$ cat src/rtl/program_loader.sv
// Boot-time program loader: parses a byte stream (16-bit word count, 4*N
// little-endian instruction bytes, XOR checksum) and writes each word into
// instruction memory while holding the core in reset until the load is verified.
//
// Ports:
//   clk, reset             system clock, synchronous active-high reset
//   in_valid, in_byte      byte-stream source
//   in_ready               loader accepts a byte this cycle
//   imem_we/addr/wdata     one-cycle instruction-memory write per word
//   core_reset             holds the core in reset until the load is verified
//   done, err              sticky load-complete / load-failed flags
module program_loader #(
    parameter int unsigned ADDR_W = 8
) (
    input  logic        clk,
    input  logic        reset,
    input  logic        in_valid,
    input  logic [7:0]  in_byte,
    output logic        in_ready,
    output logic        imem_we,
    output logic [31:0] imem_addr,
    output logic [31:0] imem_wdata,
    output logic        core_reset,
    output logic        done,
    output logic        err
);

    localparam int unsigned MAX_WORDS = 1 << ADDR_W;
    // Words-remaining counter must be able to hold MAX_WORDS itself.
    localparam int unsigned CNT_W = ADDR_W + 1;

    typedef enum logic [2:0] {
        HDR0,
        HDR1,
        DATA,
        CSUM,
        DONE,
        ERR
    } state_t;

    state_t              state;
    state_t              next_state;
    logic                accept;
    logic                word_last;
    logic [15:0]         count;
    logic [7:0]          count_lo;
    logic [1:0]          byte_cnt;
    logic [CNT_W-1:0]    words_left;
    logic [ADDR_W-1:0]   word_index;
    logic [23:0]         word_buf;
    logic [7:0]          checksum;

    // State register.
    always_ff @(posedge clk) begin
        if (reset) begin
            state <= HDR0;
        end else begin
            state <= next_state;
        end
    end

    // Next-state decode; only an accepted byte moves the FSM.
    always_comb begin
        next_state = state;
        accept     = in_valid && in_ready;
        word_last  = (byte_cnt == 2'd3);
        count      = {in_byte, count_lo};
        if (accept) begin
            case (state)
                HDR0: next_state = HDR1;
                HDR1: begin
                    if (count == 16'd0) begin
                        next_state = CSUM;
                    end else if (32'(count) > MAX_WORDS) begin
                        next_state = ERR;
                    end else begin
                        next_state = DATA;
                    end
                end
                DATA: begin
                    if (word_last && (words_left == CNT_W'(1))) begin
                        next_state = CSUM;
                    end
                end
                CSUM: next_state = (in_byte == checksum) ? DONE : ERR;
                default: next_state = state;
            endcase
        end
    end

    // Datapath and registered outputs; flags follow the state being entered.
    always_ff @(posedge clk) begin
        if (reset) begin
            in_ready   <= 1'b1;
            imem_we    <= 1'b0;
            imem_addr  <= 32'd0;
            imem_wdata <= 32'd0;
            core_reset <= 1'b1;
            done       <= 1'b0;
            err        <= 1'b0;
            count_lo   <= 8'd0;
            byte_cnt   <= 2'd0;
            words_left <= CNT_W'(0);
            word_index <= ADDR_W'(0);
            word_buf   <= 24'd0;
            checksum   <= 8'd0;
        end else begin
            imem_we    <= 1'b0;
            in_ready   <= (next_state inside {HDR0, HDR1, DATA, CSUM});
            done       <= (next_state == DONE);
            err        <= (next_state == ERR);
            core_reset <= (next_state != DONE);
            if (accept) begin
                case (state)
                    HDR0: count_lo <= in_byte;
                    HDR1: words_left <= CNT_W'(count);
                    DATA: begin
                        checksum <= checksum ^ in_byte;
                        byte_cnt <= byte_cnt + 2'd1;
                        if (word_last) begin
                            imem_we    <= 1'b1;
                            imem_addr  <= 32'({word_index, 2'b00});
                            imem_wdata <= {in_byte, word_buf};
                            word_index <= word_index + ADDR_W'(1);
                            words_left <= words_left - CNT_W'(1);
                        end else begin
                            // Bytes arrive LSB first; shift down so b0 ends in [7:0].
                            word_buf <= {in_byte, word_buf[23:8]};
                        end
                    end
                    default: ;
                endcase
            end
        end
    end

endmodule

$ cat config.mk
export PLATFORM = sky130hd
export DESIGN_NAME = program_loader
export DESIGN_NICKNAME = d
export VERILOG_FILES = /design/src/rtl/program_loader.sv
export SDC_FILE = /design/constraint.sdc
export NUM_CORES = 1
export LEC_CHECK = 0
export ABC_AREA = 1
export ABC_CLOCK_PERIOD_IN_PS = 1850
export BUFFER_PORTS_ARGS = -buffer_cell sky130_fd_sc_hd__buf_2
export CORE_ASPECT_RATIO = 1.75
export CORE_MARGIN = 2
export CORE_UTILIZATION = 45
export DETAILED_ROUTE_END_ITERATION = 10
export PLACE_DENSITY = 0.67
export SETUP_SLACK_MARGIN = 0.3
export SYNTH_ARGS = -nofsm -noshare
export SYNTH_HDL_FRONTEND = slang
export SYNTH_SLANG_ARGS = --single-unit
$ cat constraint.sdc
create_clock -name clk -period 1.85 [get_ports clk]
set_input_delay 0.37 -clock clk [delete_from_list [all_inputs] [get_ports clk]]
set_output_delay 0.37 -clock clk [all_outputs]
set_load 0.03 [all_outputs]
Word-level counts from Yosys, hierarchy flattened
Cells that the tools add are included.
{"block": "classes", "mux": 9, "n_eq_ne": 13, "reduce_logical": 13, "magnitude_cmp": 1, "addsub": 3, "bitwise": 4}
{"operator": "$pmux 9 s2", "n": 1}
{"operator": "$gt 16x9->1 const B", "n": 1}
{"operator": "$logic_not 16->1", "n": 1}
{"operator": "$eq 3x2->1 const B", "n": 4}
{"operator": "$mux 3", "n": 4}
{"operator": "$pmux 3 s4", "n": 1}
{"operator": "$eq 9x1->1 const B", "n": 1}
{"operator": "$mux 9", "n": 1}
{"operator": "$reduce_and 3->1", "n": 3}
{"operator": "$sub 9x1->9 const B", "n": 1}
{"operator": "$add 8x1->8 const B", "n": 1}
{"operator": "$eq 8x8->1", "n": 1}
{"operator": "$xor 8x8->8", "n": 1}
{"operator": "$eq 3x1->1 const B", "n": 2}
{"operator": "$eq 3x3->1 const B", "n": 2}
{"operator": "$logic_not 3->1", "n": 2}
{"operator": "$reduce_and 2->1", "n": 2}
{"operator": "$reduce_bool 4->1", "n": 1}
{"operator": "$ne 3x3->1 const B", "n": 1}
{"operator": "$not 1->1", "n": 3}
{"operator": "$reduce_or 3->1", "n": 1}
{"operator": "$add 2x1->2 const B", "n": 1}
{"operator": "$eq 2x2->1 const B", "n": 1}
{"operator": "$logic_and 1x1->1", "n": 2}
{"operator": "3 further kinds", "n": 4}
{"block": "word_totals", "reg_bits": 107, "elab_cells": 57, "out_inout_bits": 69, "input_bits": 11}

Depth between registers and ports, before layout
Gate-level depths: netlist (run 1).
{"block": "logic_depth", "depth_word": 7, "depth_mapped": 12, "mapped_depth_nobuf": 12}

Worst setup path before layout (run 1)
OpenSTA, ideal clock, no wires.
{"block": "synth_timing", "path_kind": "register -> register", "start": "register in_ready", "end": "register word_index[4]", "path_slack_ns": 0.371, "setup_time_ns": 0.120, "period_less_slack_ns": 1.479, "required_ns": 1.730, "n_path_buf": 1, "stages_incl_launch_ff": 9, "arrival_ns": 1.359, "path_cell_list": "dfxtp_1 -> nand2_1 -> nor2_4 -> nand2_2 -> buf_6 -> nor3_2 -> nand2_1 -> o21ai_1 -> a21oi_1"}
{"block": "synth_between", "elab_chain_cells": 2}
{"item": "start, declared", "line_no": "19", "text": "output logic in_ready,"}
{"item": "start signal, assigned", "line_no": "109", "text": "in_ready <= (next_state inside {HDR0, HDR1, DATA, CSUM});"}
{"item": "$logic_and 1x1->1", "line_no": "65", "text": "accept = in_valid && in_ready;"}
{"item": "$reduce_and 3->1 (no line)"}
{"item": "end signal, assigned", "line_no": "124", "text": "word_index <= word_index + ADDR_W'(1);"}
{"item": "end, declared", "line_no": "49", "text": "logic [ADDR_W-1:0] word_index;"}
Every way passes these cells.
A chain may end at the register's enable or synchronous reset.

Worst setup path after layout (run 1)
{"block": "layout_timing", "start": "register state[0]", "end": "register word_index[4]"}
{"block": "layout_between", "elab_chain_cells": 2}
{"item": "start, declared", "line_no": "41", "text": "state_t state;"}
{"item": "start signal, assigned", "line_no": "58", "text": "state <= next_state;"}
{"item": "$eq 3x2->1", "line_no": "114", "text": "case (state)"}
{"item": "$reduce_and 3->1 (no line)"}
Every way passes these cells.

==> results.yml, run 1 <==
floorplan:
  die_w_um: 79.5
  core-area_um2: 9790
  pin_count: 80
  start_util_pct: 45.9
  die_h_um: 136
  rows: 48
  die-area_um2: 10800
synth:
  synth-adder-area-share_pct: 1.11
  yosysSeqAreaShare_pct: 47.7
  synth_area_per_cell_um2: 7.39
  synth-compound-area-share_pct: 18.2
  synth-edff-count: 0
  synth_mux_area_share_pct: 0
  yosysUniqueCellTypes: 30
  yosys.area_share.simple_pct: 20.8
  synth_xor_area_share_pct: 0.390
  ys_dominant_reg_cell: "dfxtp_1"
  synth_seq_cells: 107
  ys_warn_count: 0
  synth_top_family_by_area: "simple AND/OR/NAND/NOR gates"
  synth_cells: 608
  async_flop_share_pct: 0
  syn-cell-area_um2: 4490
worst_setup_path:
  r2r-start: "state[0]$_SDFF_PP0_"
  arrival_ns: 1.80
  path_buf_inv: 1
  worstRegToRegCells: 9
  critPathLaunchType: "register"
  slowest_stage: "dfxtp_4"
  reg2reg_slack_ns: 0.28
  critical-path-max-stage-delay_ns: 0.36
  critical_path_class: "reg2reg"
  critical_path.endpoint_type: "register"
  crit_family: "simple AND/OR/NAND/NOR gates"
  worstPathCellList: "nor2_4 > nand2_4 > nor2_4 > nand2_4 > buf_12 > nor3_4 > nand2_2 > o21ai_2 > a21oi_1"
  worstPathRequired_ns: 2.08
  setup.worst_path.start: "state[0]$_SDFF_PP0_"
  r2r-end: "word_index[4]$_SDFFE_PP0P_"
  crit_fanout: 7
worst_hold_path:
  min_to: "imem_wdata[30]$_SDFFE_PP0P_"
  hold_start: "in_byte[6]"
  min_path_cells: 3
  hold_class: "in2reg"
sta:
  period_share_pct: 84.7
  rsz0062_at_grt: "true"
  slew_viol_final: 0
  finalClockSkew_ns: 0.00787
  setup_viol: 0
  setup-tns-final_ns: 0
  hold_viol: 0
  finalCriticalPeriod_ns: 1.57
  fmax_ghz: 0.639
  layout_setup_ws_ns: 0.284
clocking:
  clock_latency_ns: 0.35
  clk_pin_slew_ns: 0.07
  cts_tree: "done"
  cts_hold_buffers: 0
  cts-buffers-inserted: 9
  htree_levels: 3
  cts.sinks: 107
  cts_root_buf: "clkbuf_16"
  clockBufferDepth: 2
placed_design:
  hpwlAfterDp_um: 6850
  place_inst: 767
  io_buffers: 55
  place_congestion: 0.920
  pre_cts_ws_ns: 0.184
  place_area_um2: 4790
layout:
  fin_area_um2: 5350
  area_delta_synth_final_pct: 19.1
  ff_latch_area_um2: 2150
  insertedDiodeCount: 0
  layout.cells.most_common: "nor2_1"
  layout_common_cells: "nor2_1 (129), dfxtp_1 (106), nand2_1 (75)"
  instances_no_fill: 794
  multi_input_area_um2: 2000
  fillCellCount: 962
  final_util_pct: 54.7
  drive_gt1_share_pct: 18.2
  fin_nets: 680
global_route:
  grtUsageTotal_pct: 18.3
  antenna_found_initial: 0
  grt_overflow_total: 0
  grt_pass1_wl_um: 15600
  grt_pass1_vias: 3518
  grt_max_degree: 89
run_status:
  status: "finished clean"
route:
  ant_nets: 0
  viasPerCell: 4.90
  routedWlPerCell_um: 12.5
  vias: 3890
  drtIter0Drc: 264
  firstDrtPassIters: 5
  routed_wirelength_um: 9950
  drc_errors: 0
power:
  vdd_drop_max_mv: 0.495
  p_leak_nw: 2.44
  p_per_area_nw_per_um2: 914
run:
  drv_cap: 0
## per-layer routing
layer,vias to the layer above,GRT usage (%),part of all wire [%]
met1,1759,20.7,38
li1,2024,-,-
met4,0,10.3,2.8
met3,20,2.92,3.7
met5,-,0,0
met2,87,32.2,55
## flip-flops by register name (all words and copies together) (netlist names)
register	flops
word_index	8
word_buf	24
imem_we	1
state	3
in_ready	1
core_reset	1
byte_cnt	2
imem_addr	8
done	1
checksum	8
count_lo	8
imem_wdata	32
words_left	9
err	1
## what timing repair did
| action | in CTS | in global routing |
|---|---|---|
| cloned | 0 | 4 |
| pin swaps | 0 | 12 |
| setup endpoints to repair | 9 | 45 |
| buffers inserted | 0 | 8 |
| gates resized for setup | 5 | 43 |
## cell families (layout without fill, tap and decap cells)
group                      count (synthesis)  after routing
buffers and inverters                    107            144
xor gates and xnor gates                   2              2
adders and majority gates                  4              4
other                                      1             24
DFF                                      107            107
AOI/OAI and AO/OA                        157            158
and+or+nand+nor                          230            230
## worst reg2reg max path, delay by kind of cell, from the launching register on
kind | cells | cell delay [ns]
flops | 1 | 0.36
compound gates | 2 | 0.16
buf+inv | 1 | 0.16
simple gates | 6 | 0.78
## power by group
group          internal, W  leakage (nW)  switching (W)
Sequential         0.00238         0.866      0.0000553
Clock              0.00105         0.139       0.000824
Combinational     0.000177          1.43       0.000401
## per-stage QoR
| step | hold slack [ns] | total power, W |
|---|---|---|
| 2_1_floorplan | 0.429 | 0.00293 |
| 3_3_place_gp | 0.445 | 0.00301 |
| 3_5_place_dp | 0.459 | 0.00302 |
| 4_1_cts | 0.325 | 0.00490 |
| 5_1_grt | 0.360 | 0.00510 |
| 6_report | 0.330 | 0.00489 |
## final cells by class
class / count / share of cell area, %
repair buffers: 74 / 10.2
well taps: 125 / 2.92
clock buffers: 10 / 4.28
flip-flops and latches: 107 / 40.1
multi-input cells: 418 / 37.5
inverters: 55 / 3.95
clock inverters: 5 / 1.12
## worst max path at each step
| stage | end | slack, ns | cells past startpoint |
|---|---|---|---|
| 2_1_floorplan | word_index[4]$_SDFFE_PP0P_ | 0.37 | 8 |
| 3_3_place_gp | core_reset$_SDFF_PP1_ | 0.23 | 11 |
| 3_5_place_dp | word_index[4]$_SDFFE_PP0P_ | 0.18 | 9 |
| 4_1_cts | word_index[4]$_SDFFE_PP0P_ | 0.27 | 9 |
| 5_1_grt | imem_wdata[27]$_SDFFE_PP0P_ | 0.19 | 8 |
| 6_report | word_index[4]$_SDFFE_PP0P_ | 0.28 | 9 |
## synth_stat cells (3+ instances only)
| cell | number | area share, % |
|---|---|---|
| a21oi_1 | 51 | 5.7 |
| buf_2 | 12 | 1.3 |
| buf_4 | 28 | 4.7 |
| clkbuf_1 | 11 | 0.92 |
| dfxtp_1 | 107 | 48 |
| ha_1 | 4 | 1.1 |
| inv_1 | 50 | 4.2 |
| inv_2 | 5 | 0.42 |
| nand2_1 | 76 | 6.3 |
| nand3_1 | 11 | 1.2 |
| nor2_1 | 131 | 11 |
| nor2_4 | 3 | 0.75 |
| o21ai_0 | 89 | 9.9 |
| o21ai_1 | 8 | 0.89 |
Power figures use the tool's default switching activity.
==> run 2: changes to the inputs <==
Settings changed: ABC_CLOCK_PERIOD_IN_PS 1850 to 1600.
Clock period 1.85 ns to 1.6 ns, I/O delays scaled along.
==> run 2 against run 1 <==
  * Combinational power is 44% higher
  * Routed wire length increased by 15%
  * Final area is 10% higher
  * Global-route usage rose by 1.9 points
  * Sequential share of layout area decreased by 3.5 points
  * Via count is 6.4% higher
  * Highest routed layer unchanged
  * Critical path depth increased by 1
  * Clock-buffer cell count did not move
  * Worst setup slack got worse by 0.23 ns
  * Sequential power increased by 16%
  * Sequential cell count is the same
  * Largest power group unchanged
  * First-iteration DRC count shrank 4.9%
  * Critical path type unchanged
==> results.yml, run 2 (synthesized netlist as in run 1, its figures left out) <==
floorplan:
  rows: 48
  start_util_pct: 45.9
  core-area_um2: 9790
  pin_count: 80
  die_w_um: 79.5
  die-area_um2: 10800
  die_h_um: 136
worst_setup_path:
  critical_path.endpoint_type: "register"
  critical-path-max-stage-delay_ns: 0.36
  worstPathRequired_ns: 1.89
  arrival_ns: 1.83
  critical_path_class: "reg2reg"
  slowest_stage: "dfxtp_4"
  worstPathCellList: "nor2_4 > nand2_4 > nor2_4 > buf_6 > inv_4 > nor2_4 > buf_12 > clkbuf_16 > o21ai_2 > nor2_1"
  crit_fanout: 7
  critPathLaunchType: "register"
  cp_common_cell: "nor2_4"
sta:
  rsz0062_at_grt: "true"
  finalClockSkew_ns: 0.00755
  fmax_ghz: 0.647
  finalCriticalPeriod_ns: 1.54
  setup-tns-final_ns: 0
  hold_viol: 0
  setup_viol: 0
  layout_setup_ws_ns: 0.0552
  hold_ws_ns: 0.311
  period_share_pct: 96.6
  slew_viol_final: 0
route:
  dr_wl_met3_um: 469
  topRoutingLayerUsed: "met4"
  ant_nets: 0
  drc_errors: 0
  routedWlPerCell_um: 13.8
  firstDrtPassIters: 4
  viasPerCell: 5.02
  dr_wl_met2_um: 6320
  wl_met1_um: 4290
  routed_wirelength_um: 11400
  vias: 4139
  drtIter0Drc: 251
power:
  p_per_area_nw_per_um2: 1010
  seqPwrFrac_pct: 47.7
  pwr-share-comb_pct: 14.1
  intPower_w: 0.00431
  finalPower_w: 0.00593
  switching_power_w: 0.00161
  p_leak_nw: 2.64
  switching_share_pct: 27.2
  clkPwrFrac_pct: 38.2
  vdd_drop_max_mv: 0.707
layout:
  layout.cells.most_common: "nor2_1"
  drive_gt1_share_pct: 27.9
  regMostFlops: "imem_wdata"
  fin_nets: 711
  fillCellCount: 882
  layout_common_cells: "nor2_1 (119), dfxtp_1 (99), nand2_1 (71)"
  area_delta_synth_final_pct: 31.0
  insertedDiodeCount: 0
  reg.largest.list: "imem_wdata x32, word_buf x24, words_left x9"
  multi_input_area_um2: 2150
  ff_latch_area_um2: 2160
  instances_no_fill: 825
  largest_reg_flops: 32
clocking:
  cts_hold_buffers: 0
  cts.sinks: 107
  clock_latency_ns: 0.35
  cts_tree: "done"
  cts-buffers-inserted: 9
  htree_levels: 3
  clockBufferDepth: 2
  clk_pin_slew_ns: 0.07
  cts_root_buf: "clkbuf_16"
global_route:
  grtUsageTotal_pct: 20.3
  grt_max_degree: 33
  antenna_found_initial: 0
  grt_pass1_wl_um: 17300
  grt_overflow_total: 0
  grt_pass1_vias: 3796
placed_design:
  hpwlAfterDp_um: 7550
  pre_cts_ws_ns: 0.0492
  io_buffers: 55
  place_inst: 778
  place_congestion: 0.860
worst_hold_path:
  hold_class: "in2reg"
run_status:
  status: "finished clean"
run:
  drv_cap: 0
[run 2: path summary, 6_finish.rpt]
check	start	end	slack, ns	cells past startpoint
worst max-delay path	state[2]$_SDFF_PP0_	word_buf[10]$_SDFFE_PP0P_	0.06	10
worst min-delay path	in_byte[4]	word_buf[20]$_SDFFE_PP0P_	0.31	3
worst max register to register	state[2]$_SDFF_PP0_	word_buf[10]$_SDFFE_PP0P_	0.06	10
worst min register to register	count_lo[0]$_SDFFE_PP0P_	count_lo[0]$_SDFFE_PP0P_	0.46	2
[run 2: stage by stage]
stage          cell area (um2)  utilization [%]
5_1_grt                   5890             60.1
2_1_floorplan             4590                -
3_5_place_dp              4910             50.1
6_report                  5890             60.1
3_3_place_gp              4910             50.1
4_1_cts                   5400             55.2
[run 2: final cells by class]
type | count | area share [%]
inverters | 55 | 3.76
clock inverters | 5 | 1.04
well taps | 125 | 2.66
repair buffers | 104 | 15.3
flip-flops and latches | 107 | 36.6
repair inverters | 1 | 0.128
multi-input cells | 418 | 36.5
clock buffers | 10 | 4.06
[run 2: what timing repair did]
| item | 4_1_cts | 5_1_grt |
|---|---|---|
| cloned | 2 | 7 |
| pin swaps | 8 | 30 |
| resized for setup | 29 | 97 |
| buffers inserted | 9 | 14 |
| endpoints found under the setup margin | 86 | 101 |
[run 2: worst max-delay path, delay by kind of cell, from the launching register on]
family / cells / cell delay [ns]
buffers and inverters: 4 / 0.46
flip-flops: 1 / 0.36
AND/OR/NAND/NOR: 5 / 0.60
AO/OA/AOI/OAI: 1 / 0.05
[run 2: per-layer routing]
metal / vias to the layer above / track usage (%)
met4: 0 / 10.1
li1: 2085 / -
met1: 1918 / 21.8
met3: 27 / 3.39
met5: - / 0
met2: 109 / 37.3
[run 2: power groups by stage]
stage	clock [W]	combinational, W	sequential (W)
6_report	0.00226	0.000835	0.00283
5_1_grt	0.00240	0.000922	0.00284
4_1_cts	0.00230	0.000682	0.00282
3_5_place_dp	0	0.000638	0.00288
3_3_place_gp	0	0.000626	0.00287
2_1_floorplan	0	0.000512	0.00288
==> run 3: changes to the inputs <==
Settings changed: GPL_ROUTABILITY_DRIVEN set to 0, MAX_ROUTING_LAYER set to met4, PLACE_DENSITY 0.67 to 0.63.
==> run 3 against run 2 <==
  * Sequential share of layout area rose by 0.64 points
  * Clock power shrank 4%
  * Routed wire length rose by 2.5%
  * Highest routed layer unchanged
  * Register-to-register slack improved by 0.09 ns
  * Via count down 0.46%
  * Sequential power about the same
  * Clock skew about the same
  * Critical path type unchanged
  * Total power down 2.4%
==> results.yml, run 3 (synthesized netlist as in run 1, its figures left out) <==
worst_setup_path:
  worstPathRequired_ns: 1.83
  critical-path-max-stage-delay_ns: 0.35
  path_buf_inv: 4
  r2r-end: "words_left[6]$_SDFFE_PP0P_"
  slowest_stage: "dfxtp_4"
  worstRegToRegCells: 9
  critPathLaunchType: "register"
  critical_path.endpoint_type: "register"
  r2r-start: "byte_cnt[0]$_SDFFE_PP0P_"
  crit_path_end: "words_left[6]$_SDFFE_PP0P_"
  reg2reg_slack_ns: 0.15
  critical_path_class: "reg2reg"
  crit_fanout: 5
  arrival_ns: 1.68
  worstPathCellList: "ha_4 > inv_2 > nor2_1 > buf_4 > o21ai_4 > buf_12 > clkinvlp_4 > o21ai_1 > a21oi_1"
  setup.worst_path.start: "byte_cnt[0]$_SDFFE_PP0P_"
  crit_family: "buffers and inverters"
  path_depth: 9
sta:
  rsz0062_at_grt: "true"
  slew_viol_final: 0
  setup-tns-final_ns: 0
  setup_viol: 0
  finalClockSkew_ns: 0.00764
  hold_viol: 0
  period_share_pct: 90.8
  fmax_ghz: 0.688
  finalCriticalPeriod_ns: 1.45
layout:
  largest_reg_flops: 32
  layout_common_cells: "nor2_1 (124), dfxtp_1 (98), nand2_1 (66)"
  fin_area_um2: 5790
  layout.cells.most_common: "nor2_1"
  insertedDiodeCount: 0
  area_delta_synth_final_pct: 28.8
  regMostFlops: "imem_wdata"
  fillCellCount: 904
  fin_nets: 709
  instances_no_fill: 823
  final_util_pct: 59.1
  reg.largest.list: "imem_wdata x32, word_buf x24, words_left x9"
  drive_gt1_share_pct: 27.4
worst_hold_path:
  min_path_cells: 4
  hold_class: "in2reg"
placed_design:
  place_area_um2: 4910
  place_inst: 784
  io_buffers: 55
  hpwlAfterDp_um: 7650
floorplan:
  die_h_um: 136
  die-area_um2: 10800
  core-area_um2: 9790
  pin_count: 80
  die_w_um: 79.5
  start_util_pct: 45.9
  rows: 48
clocking:
  clock_latency_ns: 0.35
  cts.sinks: 107
  cts_hold_buffers: 0
  cts_tree: "done"
  clk_pin_slew_ns: 0.07
  htree_levels: 3
  cts-buffers-inserted: 9
  cts_root_buf: "clkbuf_16"
  clockBufferDepth: 2
route:
  routed_wirelength_um: 11700
  drc_errors: 0
  drtIter0Drc: 204
  vias: 4120
  firstDrtPassIters: 5
  ant_nets: 0
  viasPerCell: 5.01
  routedWlPerCell_um: 14.2
power:
  vdd_drop_max_mv: 0.572
  p_leak_nw: 2.63
  p_per_area_nw_per_um2: 1000
global_route:
  grt_overflow_total: 0
  grt_pass1_wl_um: 18000
  grt_max_degree: 77
  grt_pass1_vias: 3916
  antenna_found_initial: 0
  grtUsageTotal_pct: 22.1
run:
  drv_cap: 0
run_status:
  status: "finished clean"
[run 3: worst min-delay path: cells and delay by family]
family | cells | cell delay, ns
buffers and inverters | 2 | 0.17
AOI/OAI and AO/OA | 1 | 0.08
and+or+nand+nor | 1 | 0.04
[run 3: layout make-up]
type / count / area [um2] / area share, %
flip-flops and latches: 107 / 2160 / 37.3
multi-input cells: 418 / 2110 / 36.4
repair buffers: 102 / 856 / 14.8
clock buffers: 10 / 229 / 3.96
inverters: 55 / 219 / 3.78
well taps: 125 / 156 / 2.70
clock inverters: 5 / 53.8 / 0.929
repair inverters: 1 / 7.51 / 0.130
[run 3: worst min-delay path by stage]
| stage | startpoint | endpoint |
|---|---|---|
| 4_1_cts | reset | word_index[0]$_SDFFE_PP0P_ |
| 3_3_place_gp | byte_cnt[0]$_SDFFE_PP0P_ | byte_cnt[0]$_SDFFE_PP0P_ |
| 2_1_floorplan | byte_cnt[0]$_SDFFE_PP0P_ | byte_cnt[0]$_SDFFE_PP0P_ |
| 6_report | reset | word_index[0]$_SDFFE_PP0P_ |
| 5_1_grt | reset | word_index[1]$_SDFFE_PP0P_ |
| 3_5_place_dp | count_lo[1]$_SDFFE_PP0P_ | count_lo[1]$_SDFFE_PP0P_ |
[run 3: what timing repair did]
action	4_1_cts	5_1_grt
resized for setup	66	37
pin swaps	19	18
setup endpoints to repair	84	104
setup buffers	12	4
gates cloned	5	3
[run 3: through the flow]
step	setup WS (ns)	total power (W)	hold slack, ns
final	0.147	0.00579	0.294
after global routing	0.0809	0.00604	0.311
after CTS	0.187	0.00577	0.273
after detailed placement	0.0172	0.00354	0.453
after global placement	0.0707	0.00353	0.438
after floorplan	0.271	0.00339	0.429
[run 3: power breakdown]
| part | switching, W | internal (W) | total [W] | leakage (nW) |
|---|---|---|---|---|
| Clock | 0.000954 | 0.00120 | 0.00216 | 0.142 |
| Combinational | 0.000523 | 0.000282 | 0.000805 | 1.62 |
| Sequential | 0.0000679 | 0.00276 | 0.00283 | 0.869 |
[run 3: per-layer routing]
metal	wire [um]	up-vias	GRT usage [%]
li1	-	2091	-
met1	4200	1896	20.9
met2	6680	109	41.6
met3	426	24	3.39
met4	398	0	12.1
met5	0	-	-
